$ cat config.mk
export PLATFORM = sky130hd
export DESIGN_NAME = f5_sweep_ctrl
export DESIGN_NICKNAME = d
export VERILOG_FILES = /design/src/rtl/f5_sweep_ctrl.sv
export SDC_FILE = /design/constraint.sdc
export NUM_CORES = 1
export LEC_CHECK = 0
export ABC_AREA = 1
export CAP_MARGIN = 10
export CORE_ASPECT_RATIO = 0.9
export CORE_MARGIN = 5
export CORE_UTILIZATION = 46
export DETAILED_ROUTE_END_ITERATION = 8
export PLACE_DENSITY = 0.74
export SYNTH_ARGS = -nofsm -noshare
export SYNTH_HDL_FRONTEND = slang
export SYNTH_SLANG_ARGS = --single-unit
$ cat constraint.sdc
create_clock -name clk -period 1.6 [get_ports clk]
set_clock_uncertainty 0.1 [all_clocks]
set_input_delay 0.16 -clock clk [delete_from_list [all_inputs] [get_ports clk]]
set_output_delay 0.16 -clock clk [all_outputs]
set_load 0.01 [all_outputs]
$ cat src/rtl/f5_sweep_ctrl.sv
`default_nettype none
// ============================================================================
// Module      : f5_sweep_ctrl
// Description : Sweeps a two-input NAND datapath through its four minterms,
//               cross-checks both implementations and reports the results.
// Revision    : 1.0 - initial release
// ============================================================================
module f5_sweep_ctrl #(
    parameter int         SETTLE = 1,
    parameter logic [3:0] EXPECT = 4'b0111
) (
    input  logic       clk,
    input  logic       rst_n,
    input  logic       start,
    input  logic       sa,
    input  logic       sb,
    output logic       x,
    output logic       y,
    output logic [1:0] m,
    output logic       busy,
    output logic       done,
    output logic [3:0] fail_mask,
    output logic [2:0] err_cnt,
    output logic       pass
);

    typedef enum logic [1:0] {
        IDLE  = 2'd0,
        APPLY = 2'd1,
        DONE  = 2'd2
    } state_t;

    localparam logic [2:0] c_SETTLE_LAST = 3'(SETTLE - 1);

    state_t     r_state;
    state_t     w_state_nxt;
    logic [2:0] r_cnt;
    logic [2:0] w_cnt_nxt;
    logic [1:0] w_m_nxt;
    logic       w_busy_nxt;
    logic       w_done_nxt;
    logic [3:0] w_mask_nxt;
    logic [2:0] w_err_nxt;
    logic       w_pass_nxt;
    logic       w_fail;

    assign w_fail = (sa != EXPECT[m]) || (sb != EXPECT[m]) || (sa != sb);

    always_comb begin
        w_state_nxt = r_state;
        w_cnt_nxt   = r_cnt;
        w_m_nxt     = m;
        w_busy_nxt  = busy;
        w_done_nxt  = 1'b0;
        w_mask_nxt  = fail_mask;
        w_err_nxt   = err_cnt;
        w_pass_nxt  = pass;
        case (r_state)
            IDLE: begin
                w_m_nxt    = 2'd0;
                w_busy_nxt = 1'b0;
                if (start) begin
                    w_state_nxt = APPLY;
                    w_cnt_nxt   = 3'd0;
                    w_busy_nxt  = 1'b1;
                    w_mask_nxt  = 4'b0000;
                    w_err_nxt   = 3'd0;
                    w_pass_nxt  = 1'b0;
                end
            end
            APPLY: begin
                if (r_cnt == c_SETTLE_LAST) begin
                    w_cnt_nxt = 3'd0;
                    // Each minterm is sampled exactly once, so the count tops out at 4.
                    if (w_fail) begin
                        w_mask_nxt = fail_mask | (4'b0001 << m);
                        if (err_cnt != 3'd4) begin
                            w_err_nxt = err_cnt + 3'd1;
                        end
                    end
                    if (m == 2'd3) begin
                        w_state_nxt = DONE;
                        w_m_nxt     = 2'd0;
                        w_busy_nxt  = 1'b0;
                        w_done_nxt  = 1'b1;
                        w_pass_nxt  = (w_mask_nxt == 4'b0000);
                    end else begin
                        w_m_nxt = m + 2'd1;
                    end
                end else begin
                    w_cnt_nxt = r_cnt + 3'd1;
                end
            end
            DONE: begin
                w_state_nxt = IDLE;
            end
            default: begin
                w_state_nxt = IDLE;
                w_m_nxt     = 2'd0;
                w_busy_nxt  = 1'b0;
            end
        endcase
    end

    // Gate inputs follow the minterm index; m is held at 0 outside APPLY.
    always_ff @(posedge clk or negedge rst_n) begin
        if (!rst_n) begin
            r_state   <= IDLE;
            r_cnt     <= 3'd0;
            m         <= 2'd0;
            x         <= 1'b0;
            y         <= 1'b0;
            busy      <= 1'b0;
            done      <= 1'b0;
            fail_mask <= 4'b0000;
            err_cnt   <= 3'd0;
            pass      <= 1'b0;
        end else begin
            r_state   <= w_state_nxt;
            r_cnt     <= w_cnt_nxt;
            m         <= w_m_nxt;
            x         <= w_m_nxt[1];
            y         <= w_m_nxt[0];
            busy      <= w_busy_nxt;
            done      <= w_done_nxt;
            fail_mask <= w_mask_nxt;
            err_cnt   <= w_err_nxt;
            pass      <= w_pass_nxt;
        end
    end

endmodule
`default_nettype wire

==> flow_summary.yaml, run 1 <==
floorplanning:
  dieArea_mm2: 0.00334
  start_util_pct: 48.1
  core_mm2: 0.00218
  rows: 16
  die_x_um: 60.3
  io_pins: 19
  die_y_um: 55.3
synthesis:
  yosys.cell_types.count: 21
  synth_edf_count: 0
  synth_top_area_share_pct: 40.6
  synth.avg_cell_area_um2: 8.32
  ys_seq_area_share_pct: 40.6
  synthArstFlopShare_pct: 100
  yosys-top-cells-area: "dfrtp_1 (41%), ha_1 (13%), nand2_1 (9.7%), inv_1 (6.8%), o21ai_0 (4.8%)"
  yosys_warnings: 0
  synth_seq_cells: 17
  syn_inst: 126
  synth_ff_type: "dfrtp_1"
  yosysTopAreaCell: "dfrtp_1"
  netlist_area_mm2: 0.00105
  synth_fp_nets: 142
final_layout:
  fillers: 201
  final_design_area_no_fill_mm2: 0.00137
  final_cell_mix: "nand2_1 (27), inv_1 (17), dfrtp_1 (17)"
  drive_gt1_share_pct: 23.2
  layout_commonest_cell: "nand2_1"
  layoutNonFillerInstCount: 182
  area_delta_synth_final_pct: 31.0
  n_antenna_cell: 0
  nets: 172
setup_path:
  worstSetupEndpointType: "output port"
  arrival_ps: 1290
  path_max_fanout: 4
  crit_family: "buffers and inverters"
  required_ps: 1340
  crit_path_top_delay_cell: "clkdlybuf4s50_1"
  crit_chain: "clkdlybuf4s50_1"
  startpoint_type: "flip-flop"
  cpPeakStageDelay_ps: 570
  path_class: "reg -> out"
  path_buf_inv: 1
timing:
  setup_tns_ps: 0
  min_period_ps: 1550
  setup_violations: 0
  period_share_pct: 96.9
  tightest_slew_ps: 224
  slew-limit-headroom_pct: 85.0
  rsz0062_at_grt: "no"
  fmax_mhz: 645
  drv_slew: 0
  hold_viol_final: 0
cts:
  htreeDepth: 1
  worstSkewPairLatency_ps: 290
  cts_sinks: 17
  clock-root-buffer: "clkbuf_4"
  cts_hold_buf: 0
  cts_tree: "done"
  cts_buffer_depth: 2
  cts_buffers: 3
  clkTransAtPathRegs_ps: 100
power:
  p_int_mw: 1.16
  vdd_drop_max_v: 0.00125
  power.leakage_nw: 0.708
  power_frac_seq_pct: 29.1
  powerDensity_mw_per_mm2: 1490
  p_clk_share_pct: 11.4
  switchingPower_uw: 882
  swShare_pct: 43.2
  pwr-share-comb_pct: 59.5
placement:
  placed_area_mm2: 0.00127
  dpl.hpwl_um: 1770
  place_congestion: 0.831
  port_buffers: 18
  dp_cells: 173
route:
  wl_per_cell_um: 12.4
  ant_nets: 0
  first_iter_violations: 6
  drt-total-wl_um: 2250
  drc: 0
  viasPerCell: 4.92
  firstDrtPassIters: 4
  vias: 896
global_routing:
  grt_max_degree: 18
  gr-total-overflow: 0
  grt_pass1_vias: 895
  antenna_found_initial: 0
  grt_use_total_pct: 14.6
  grt_first_pass_wirelength_um: 3780
status:
  status: "finished, final reports clean"
min_path:
  hold_path_class: "in -> async"
run:
  maxCapViolCount: 0
power groups by stage:
stage,logic [mW],registers [mW],clock network (mW)
2_1_floorplan,0.674,0.635,0
3_3_place_gp,1.03,0.591,0
3_5_place_dp,1.07,0.600,0
4_1_cts,1.17,0.591,0.241
5_1_grt,1.35,0.606,0.254
6_report,1.21,0.594,0.233
logic make-up (layout without fill, tap and decap cells):
family / Yosys count / after routing / share of synthesized area (%)
XOR/XNOR: 1 / 1 / 0.835
adder cells (fa/ha/maj): 11 / 11 / 13.1
buffers and inverters: 27 / 56 / 11.6
flip-flops: 17 / 17 / 40.6
AND/OR/NAND/NOR: 47 / 47 / 21.6
AO/OA/AOI/OAI: 23 / 23 / 12.3
sequential cells by signal, summed over array words and instances, names as in the netlist:
register	count
fail_mask	4
m	2
busy	1
r_state	2
r_cnt	3
err_cnt	3
done	1
pass	1
per-layer routing:
metal / vias up / GRT usage, % / share of wire (%)
met5: - / 0 / 0
met4: 0 / 2.53 / 0.44
met3: 2 / 4.66 / 4.4
met2: 17 / 25.3 / 50
met1: 424 / 17.6 / 45
li1: 453 / - / -
metrics by stage:
stage / utilization, % / hold slack (ps) / total power, mW / worst slack [ps]
6_report: 63.0 / 85.2 / 2.04 / 48.9
5_1_grt: 63.0 / 109 / 2.21 / 0.418
4_1_cts: 61.4 / 90.6 / 2.01 / 1.77
3_5_place_dp: 58.4 / 410 / 1.67 / -12.8
3_3_place_gp: 58.4 / 402 / 1.62 / 44.7
2_1_floorplan: - / -236 / 1.31 / 126
area by class of cell:
cell class	instances	area, µm²	area share (%)
multi-input cells	82	532	38.7
flip-flops and latches	17	425	31.0
repair buffers	28	262	19.0
inverters	24	95.1	6.92
well taps	27	33.8	2.46
clock buffers	4	26.3	1.91
repair_timing:
action,4_1_cts,5_1_grt
resized for setup,5,10
setup endpoints to repair,5,13
pin swaps,2,0
setup buffers,4,1
endpoints found under the hold margin,0,0
synthesized netlist by cell type (4+ instances only):
cell type,instances
dfrtp_1,17
inv_1,19
ha_1,11
nor2_1,4
nand2_2,5
inv_2,4
nand2_1,27
o21ai_0,10
a21oi_1,4
o21ai_1,4
nand3_1,7
final timing paths:
path / startpoint / to / slack, ps / depth (start not counted)
max in group asynchronous: rst_n / fail_mask[3]$_DFFE_PN0P_ / 1120 / 2
max: err_cnt[2]$_DFFE_PN0P_ / err_cnt[2] / 50 / 1
min reg2reg: pass$_DFFE_PN0P_ / pass$_DFFE_PN0P_ / 440 / 2
min in group clk: pass$_DFFE_PN0P_ / pass$_DFFE_PN0P_ / 440 / 2
min: rst_n / r_cnt[0]$_DFFE_PN0N_ / 90 / 2
max reg2reg: r_state[0]$_DFFE_PN0P_ / fail_mask[0]$_DFFE_PN0P_ / 80 / 9
Note: power is estimated with default switching activity, not from simulation.
==> run 2: changes to the inputs <==
--- a/config.mk
+++ b/config.mk
@@ -6,7 +6,7 @@
 export NUM_CORES = 1
 export LEC_CHECK = 0
 export ABC_AREA = 1
-export CAP_MARGIN = 10
+export CAP_MARGIN = 0
 export CORE_ASPECT_RATIO = 0.9
 export CORE_MARGIN = 5
 export CORE_UTILIZATION = 46
==> results of run 2 <==
Same layout as run 1: the final DEF is identical, and so are final timing and power.
